==> src/rtl/decode_if.sv <==
// rtl/decode_if.sv - pipe control, fetch info and pipe request bundle for the decode stage
interface decode_if;
  logic        pipe_stall;
  logic        pipe_flush;
  logic [31:0] info_pc;
  logic [31:0] info_inst;
  logic        req_stall;
  logic        req_flush;

  modport master (
    output pipe_stall, pipe_flush, info_pc, info_inst,
    input  req_stall, req_flush
  );

  modport slave (
    input  pipe_stall, pipe_flush, info_pc, info_inst,
    output req_stall, req_flush
  );
endinterface

==> src/rtl/decode.sv <==
// rtl/decode.sv - RV32I decode stage: IF/ID register, immediates, bypassed regfile, load-use stall (option: RV5STAGE_ILLEGAL_INST_EN)
module decode #(
  parameter logic [31:0] RESET_PC = 32'h80000000,
  parameter logic [31:0] NOP_INST = 32'h00000013
) (
  input  logic        clk,
  input  logic        rst,
  decode_if.slave     bus,
  input  logic        ex_mem_read,
  input  logic [4:0]  ex_rd,
  input  logic        wb_we,
  input  logic [4:0]  wb_rd,
  input  logic [31:0] wb_data,
  output logic        id_valid,
  output logic [31:0] id_pc,
  output logic [31:0] id_inst,
  output logic [4:0]  rs1,
  output logic [4:0]  rs2,
  output logic [4:0]  rd,
  output logic [31:0] rs1_data,
  output logic [31:0] rs2_data,
  output logic [31:0] imm,
  output logic        uses_rs1,
  output logic        uses_rs2,
  output logic        illegal
);

  localparam logic [6:0] OPC_LUI      = 7'b0110111;
  localparam logic [6:0] OPC_AUIPC    = 7'b0010111;
  localparam logic [6:0] OPC_JAL      = 7'b1101111;
  localparam logic [6:0] OPC_JALR     = 7'b1100111;
  localparam logic [6:0] OPC_BRANCH   = 7'b1100011;
  localparam logic [6:0] OPC_LOAD     = 7'b0000011;
  localparam logic [6:0] OPC_STORE    = 7'b0100011;
  localparam logic [6:0] OPC_OP_IMM   = 7'b0010011;
  localparam logic [6:0] OPC_OP       = 7'b0110011;
  localparam logic [6:0] OPC_MISC_MEM = 7'b0001111;
  localparam logic [6:0] OPC_SYSTEM   = 7'b1110011;

  logic        id_valid_q, id_valid_d;
  logic [31:0] id_pc_q, id_pc_d;
  logic [31:0] id_inst_q, id_inst_d;
  logic [31:0] rf_q [32];
  logic [6:0]  opcode;
  logic        wb_hit;

  // IF/ID next state: flush beats stall, stall holds, otherwise capture fetch
  always_comb begin
    id_valid_d = id_valid_q;
    id_pc_d    = id_pc_q;
    id_inst_d  = id_inst_q;
    if (bus.pipe_flush) begin
      id_valid_d = 1'b0;
      id_pc_d    = RESET_PC;
      id_inst_d  = NOP_INST;
    end else if (!bus.pipe_stall) begin
      id_valid_d = 1'b1;
      id_pc_d    = bus.info_pc;
      id_inst_d  = bus.info_inst;
    end
  end

  // IF/ID register; reset loads the same bubble as a flush
  always_ff @(posedge clk) begin
    if (rst) begin
      id_valid_q <= 1'b0;
      id_pc_q    <= RESET_PC;
      id_inst_q  <= NOP_INST;
    end else begin
      id_valid_q <= id_valid_d;
      id_pc_q    <= id_pc_d;
      id_inst_q  <= id_inst_d;
    end
  end

  // Register file write port; entry 0 is never written so x0 stays zero
  always_ff @(posedge clk) begin
    if (rst) begin
      for (int i = 0; i < 32; i++) rf_q[i] <= 32'h0;
    end else if (wb_hit) begin
      rf_q[wb_rd] <= wb_data;
    end
  end

  assign wb_hit   = wb_we && (wb_rd != 5'd0);
  assign id_valid = id_valid_q;
  assign id_pc    = id_pc_q;
  assign id_inst  = id_inst_q;
  assign opcode   = id_inst_q[6:0];
  assign rs1      = id_inst_q[19:15];
  assign rs2      = id_inst_q[24:20];
  assign rd       = id_inst_q[11:7];

  // Operand reads with write-back bypass so a same-cycle write is seen immediately
  always_comb begin
    rs1_data = rf_q[rs1];
    rs2_data = rf_q[rs2];
    if (rs1 == 5'd0)              rs1_data = 32'h0;
    else if (wb_hit && wb_rd == rs1) rs1_data = wb_data;
    if (rs2 == 5'd0)              rs2_data = 32'h0;
    else if (wb_hit && wb_rd == rs2) rs2_data = wb_data;
  end

  // Immediate extraction and source-usage flags by opcode
  always_comb begin
    imm      = 32'h0;
    uses_rs1 = 1'b0;
    uses_rs2 = 1'b0;
    unique case (opcode)
      OPC_LOAD, OPC_OP_IMM, OPC_JALR: begin
        imm      = {{20{id_inst_q[31]}}, id_inst_q[31:20]};
        uses_rs1 = 1'b1;
      end
      OPC_SYSTEM: imm = {{20{id_inst_q[31]}}, id_inst_q[31:20]};
      OPC_STORE: begin
        imm      = {{20{id_inst_q[31]}}, id_inst_q[31:25], id_inst_q[11:7]};
        uses_rs1 = 1'b1;
        uses_rs2 = 1'b1;
      end
      OPC_BRANCH: begin
        imm      = {{20{id_inst_q[31]}}, id_inst_q[7], id_inst_q[30:25], id_inst_q[11:8], 1'b0};
        uses_rs1 = 1'b1;
        uses_rs2 = 1'b1;
      end
      OPC_LUI, OPC_AUIPC: imm = {id_inst_q[31:12], 12'h0};
      OPC_JAL: imm = {{12{id_inst_q[31]}}, id_inst_q[19:12], id_inst_q[20], id_inst_q[30:21], 1'b0};
      OPC_OP: begin
        uses_rs1 = 1'b1;
        uses_rs2 = 1'b1;
      end
      default: ;
    endcase
  end

  // Load-use hazard: the load in ID/EX writes a register this instruction reads
  assign bus.req_stall = id_valid_q && ex_mem_read && (ex_rd != 5'd0) &&
                         ((uses_rs1 && ex_rd == rs1) || (uses_rs2 && ex_rd == rs2));
  assign bus.req_flush = 1'b0;

`ifdef RV5STAGE_ILLEGAL_INST_EN
  logic opcode_known;
  assign opcode_known = (opcode == OPC_LUI)    || (opcode == OPC_AUIPC)  ||
                        (opcode == OPC_JAL)    || (opcode == OPC_JALR)   ||
                        (opcode == OPC_BRANCH) || (opcode == OPC_LOAD)   ||
                        (opcode == OPC_STORE)  || (opcode == OPC_OP_IMM) ||
                        (opcode == OPC_OP)     || (opcode == OPC_MISC_MEM) ||
                        (opcode == OPC_SYSTEM);
  assign illegal = id_valid_q && ((id_inst_q[1:0] != 2'b11) || !opcode_known);
`else
  assign illegal = 1'b0;
`endif

endmodule

==> src/flat_wrapper.sv <==
// flat-port wrapper written by rule: the top's interface ports become plain ports
module decode_flat 
#(
  parameter logic [31:0] RESET_PC = 32'h80000000,
  parameter logic [31:0] NOP_INST = 32'h00000013
)
  (clk, rst, ex_mem_read, ex_rd, wb_we, wb_rd, wb_data, id_valid, id_pc, id_inst, rs1, rs2, rd, rs1_data, rs2_data, imm, uses_rs1, uses_rs2, illegal, bus_pipe_stall, bus_pipe_flush, bus_info_pc, bus_info_inst, bus_req_stall, bus_req_flush);
  decode_if bus_i ();
  input  logic clk;
  input  logic rst;
  input  logic ex_mem_read;
  input  logic [4:0] ex_rd;
  input  logic wb_we;
  input  logic [4:0] wb_rd;
  input  logic [31:0] wb_data;
  output logic id_valid;
  output logic [31:0] id_pc;
  output logic [31:0] id_inst;
  output logic [4:0] rs1;
  output logic [4:0] rs2;
  output logic [4:0] rd;
  output logic [31:0] rs1_data;
  output logic [31:0] rs2_data;
  output logic [31:0] imm;
  output logic uses_rs1;
  output logic uses_rs2;
  output logic illegal;
  input wire logic [$bits(bus_i.pipe_stall)-1:0] bus_pipe_stall;
  input wire logic [$bits(bus_i.pipe_flush)-1:0] bus_pipe_flush;
  input wire logic [$bits(bus_i.info_pc)-1:0] bus_info_pc;
  input wire logic [$bits(bus_i.info_inst)-1:0] bus_info_inst;
  output wire logic [$bits(bus_i.req_stall)-1:0] bus_req_stall;
  output wire logic [$bits(bus_i.req_flush)-1:0] bus_req_flush;
  assign bus_i.pipe_stall = bus_pipe_stall;
  assign bus_i.pipe_flush = bus_pipe_flush;
  assign bus_i.info_pc = bus_info_pc;
  assign bus_i.info_inst = bus_info_inst;
  assign bus_req_stall = bus_i.req_stall;
  assign bus_req_flush = bus_i.req_flush;
  decode #(.RESET_PC(RESET_PC), .NOP_INST(NOP_INST)) u_core (.clk(clk), .rst(rst), .bus(bus_i), .ex_mem_read(ex_mem_read), .ex_rd(ex_rd), .wb_we(wb_we), .wb_rd(wb_rd), .wb_data(wb_data), .id_valid(id_valid), .id_pc(id_pc), .id_inst(id_inst), .rs1(rs1), .rs2(rs2), .rd(rd), .rs1_data(rs1_data), .rs2_data(rs2_data), .imm(imm), .uses_rs1(uses_rs1), .uses_rs2(uses_rs2), .illegal(illegal));
endmodule
==> config.mk <==
export PLATFORM = sky130hd
export DESIGN_NAME = decode_flat
export DESIGN_NICKNAME = d
export VERILOG_FILES = /design/src/rtl/decode_if.sv /design/src/rtl/decode.sv /design/src/flat_wrapper.sv
export SDC_FILE = /design/constraint.sdc
export NUM_CORES = 2
export LEC_CHECK = 0
export CAP_MARGIN = 25
export CORE_MARGIN = 1
export CORE_UTILIZATION = 40
export CTS_CLUSTER_DIAMETER = 40
export CTS_CLUSTER_SIZE = 16
export DETAILED_ROUTE_END_ITERATION = 8
export GPL_ROUTABILITY_DRIVEN = 1
export SLEW_MARGIN = 0
export SYNTH_ARGS = -nofsm -noshare
export SYNTH_HDL_FRONTEND = slang
export SYNTH_SLANG_ARGS = --single-unit
==> constraint.sdc <==
create_clock -name clk -period 7.25 [get_ports clk]
set_clock_uncertainty 0.05 [all_clocks]
set_input_delay 1.8125 -clock clk [delete_from_list [all_inputs] [get_ports clk]]
set_output_delay 1.8125 -clock clk [all_outputs]
set_load 0.02 [all_outputs]
==> results by group <==
Timing
  • Crit path time final: 7041 ps
  • Worst Max-Slew Pin Slew: 1306 ps
  • Final Slew Violations: 0
  • Tcrit/Tclk final: 97.12%
  • RSZ-0062 raised after global routing: false
  • Final hold viol count: 0
  • WHS: 430.7 ps
  • F_max: 142.0 MHz
  • TNS Setup: 0 ps
  • Slew headroom: 12.36%
  • # setup viols final: 0

Synth
  • Synth Instances: 4477
  • Sequential area share after synthesis: 53.86%
  • Mapped Area: 59880 um^2
  • Seq cells post-synth: 1099
  • Synth async-reset ratio: 0%
  • Yosys warning count: 0
  • Syn_area_per_cell: 13.37 um^2
  • Yosys cell types: 68
  • Primary FF master, synth: edfxtp_1
  • Number of flops mapped to enable cells by yosys: 1024

Cells and area
  • Fin cells: 6734
  • Layout cells sized above 1: 18.07%
  • Nets: 4784
  • Area of the multi-input gates: 25400 um^2
  • Area Overhead vs Synth: 16.95%
  • Layout fillers: 12.88k
  • FF+latch area: 32280 um^2

Placement
  • Buffers on Ports: 290
  • Placed Cells: 6441
  • GP Congestion: 0.8703
  • Hpwl dp: 141.9 mm

Clock tree
  • Clk pin slew, worst setup/hold paths: 60 ps
  • Clock Sinks: 1099
  • CTS H-Tree Depth: 4
  • Root Buffer: clkbuf_16
  • CTS Buf Count: 155
  • CTS tree: done
  • Setup bufs post-CTS: 0
  • Maximum clock insertion buffer count: 3
  • Post-CTS sizing: 0
  • CTS Hold Bufs: 0
  • Worst-Skew Late Latency: 780 ps

Routing
  • Routed wire length: 240.9 mm
  • DR iter-0 viols: 6529
  • Antenna-violating nets left: 0
  • Avg WL per Cell: 35.77 um
  • Remaining DRCs: 0
  • Vias per std cell: 6.450
  • Drt pass-1 iters: 6
  • Via count: 43.44k

Pwr
  • Power share of the clock group: 45.1%
  • Power Internal: 12590 uW
  • Switching share of power: 25.95%
  • P_sw: 4413 uW
  • PD cells: 242.8 nW/um^2
  • Comb power frac: 11.0%
  • Leak Pwr: 0.02350 uW
  • Sequential Power Share: 43.9%
  • Maximum VDD drop: 0.0001813 V

Floorplanning
  • DIE HEIGHT: 388.9 um
  • Die Span X: 388.9 um
  • I/O pin count: 293
  • Initial Utilization: 40.41%
  • Core ar.: 148200 um^2
  • Die area: 151200 um^2
  • Site row count: 141

Worst setup path
  • Critical path, cell by cell: clkdlybuf4s50_1 -> or4_1 -> o21ai_1 -> nor3_2 -> buf_4 -> nor3_1 -> a22oi_1 -> nand2_1 -> buf_4
  • Setup CP Type: primary input to output port
  • Crit path launch type: primary input
  • Worst Path Arrival: 5180 ps
  • CP max-delay cell: nor3_2
  • Worst path top cell family by delay: simple AND/OR/NAND/NOR gates
  • Crit path buffers/inverters: 3
  • Critical Path RT: 5390 ps
  • Worst Path Max Fanout: 7
  • Worst path max stage delay: 870 ps
  • CP most frequent cell: buf_4
  • Critical Path End Type: output port

Global routing
  • Largest net degree at the start of global routing: 90
  • Busiest grt layer: met2
  • Vias in the first global route: 42.07k
  • GR Layer Usage met1: 40.94%
  • Total grt overflow: 0
  • Met3 global-route usage: 8.775%
  • Met2 Usage GRT: 47.66%
  • Tot GR Track Use: 31.22%
  • First-pass GRT wire length: 329.6 mm
  • Initial antenna violation count: 26

Run status
  • Status: complete, no violations

Job
  • Max Cap Violations: 0

Min path
  • Worst min path class: flop to flop
## state kept, by name, indices dropped and copies added (netlist names), named ones only
| name | cells |
|---|---|
| u_core.rf_q | 1024 |
| u_core.id_pc | 32 |
| u_core.id_inst | 32 |
| u_core.id_valid | 1 |
## cell type report
| cell class | count | area share (%) |
|---|---|---|
| Sequential cell | 1099 | 46.10 |
| Multi-Input combinational cell | 2918 | 36.28 |
| Timing Repair Buffer | 489 | 6.709 |
| Clock buffer | 180 | 5.959 |
| Tap cell | 1930 | 3.448 |
| Clock inverter | 102 | 1.431 |
| Inverter | 9 | 0.05003 |
| Antenna cell | 7 | 0.02501 |
## layout by cell type (no fill, tap or decap), drive strengths merged, types with 7 or more instances in the layout
| cell | count |
|---|---|
| a311oi | 12 |
| edfxtp | 1024 |
| clkbuf | 181 |
| a221oi | 175 |
| mux4 | 289 |
| a221o | 34 |
| o32a | 11 |
| a22o | 16 |
| nand3 | 24 |
| xnor2 | 13 |
| clkdlybuf4s50 | 259 |
| a211oi | 46 |
| and2 | 1004 |
| bufinv | 13 |
| o22ai | 7 |
| inv | 29 |
| xor2 | 7 |
| mux2i | 531 |
| nand2b | 9 |
| buf | 229 |
| conb | 34 |
| nor3 | 77 |
| o21ai | 107 |
| diode | 7 |
| o311ai | 9 |
| nor2 | 177 |
| and3 | 13 |
| o211ai | 8 |
| dfxtp | 75 |
| nand2 | 67 |
| clkinv | 57 |
| a21oi | 59 |
| clkinvlp | 12 |
| or2 | 40 |
| a31oi | 14 |
| a21o | 25 |
| nor2b | 9 |
| a22oi | 54 |
## worst reg2reg max path: stages (launching register included)
cell     delay, ps
dfxtp_1        560
buf_4          300
mux2i_1        100
nor2_1         130
## cells in the mapped netlist (6+ instances only)
master	n	share of area, %
and2_1	1004	10
a221oi_1	162	2.4
nor3_1	75	0.63
o211ai_1	8	0.10
edfxtp_1	1024	51
buf_6	39	0.73
buf_8	14	0.35
mux2i_1	531	8.9
a221o_1	34	0.57
xor2_1	7	0.10
dfxtp_1	75	2.5
a221oi_2	13	0.33
o311ai_0	9	0.13
o311a_1	6	0.10
mux4_2	274	10
nand3_1	24	0.20
a211oi_1	45	0.56
and3_1	13	0.14
a311oi_1	12	0.18
o22ai_1	7	0.073
a31oi_1	14	0.15
nand2_1	67	0.42
nor2_1	177	1.1
buf_2	46	0.38
a21oi_1	59	0.49
mux4_1	15	0.66
o21ai_1	17	0.14
nor2b_1	9	0.094
inv_1	6	0.038
buf_12	9	0.30
buf_4	39	0.49
xnor2_1	13	0.19
a21o_1	25	0.31
buf_1	16	0.10
nand2b_1	8	0.084
o31ai_1	6	0.075
a22oi_1	54	0.68
a22o_1	16	0.23
o32a_1	11	0.18
or2_2	37	0.39
clkbuf_1	318	2.0
o21ai_0	90	0.75
## stage by stage
step / util (%) / setup WS, ps / total power, uW / instance area [um^2]
2_1_floorplan: - / 1702 / 8558 / 60000
3_3_place_gp: 43.64 / 363.3 / 9375 / 64670
3_5_place_dp: 43.71 / 338.5 / 9401 / 64770
4_1_cts: 47.20 / 333.8 / 16960 / 69940
5_1_grt: 47.25 / 176.0 / 17350 / 70020
6_report: 47.26 / 208.6 / 17010 / 70030
## per-layer routing
layer / vias to the layer above / part of all wire (%)
met5: - / 0.026
met4: 10 / 5.1
met3: 628 / 13
met2: 3313 / 45
met1: 22054 / 38
li1: 17430 / -
## power groups by stage
| stage | Clock, uW | Combinational (uW) | Sequential, uW |
|---|---|---|---|
| floorplan | 0 | 1040 | 7520 |
| global placement | 0 | 1810 | 7570 |
| detailed placement | 0 | 1810 | 7590 |
| CTS | 7680 | 1820 | 7460 |
| global route | 7920 | 1920 | 7500 |
| finish | 7670 | 1860 | 7470 |
## kinds of logic after synthesis
| family | after synthesis | synth area share, % |
|---|---|---|
| AOI/OAI and AO/OA | 606 | 7.690 |
| buffers and inverters | 493 | 4.434 |
| and+or+nand+nor | 1436 | 13.84 |
| DFF | 1099 | 53.86 |
| other | 1 | 0.006263 |
| muxes | 822 | 19.88 |
| xor gates and xnor gates | 20 | 0.2925 |
## worst paths after layout
check	start	endpoint	slack, ps	cells after the start
max	wb_rd[3]	rs2_data[25]	210	9
min	u_core.id_valid	u_core.id_valid	430	2
max reg2reg	u_core.id_inst[23]	u_core.id_inst[23]	6030	3
min reg2reg	u_core.id_valid	u_core.id_valid	430	2
Note: power is estimated with default switching activity, not from simulation.
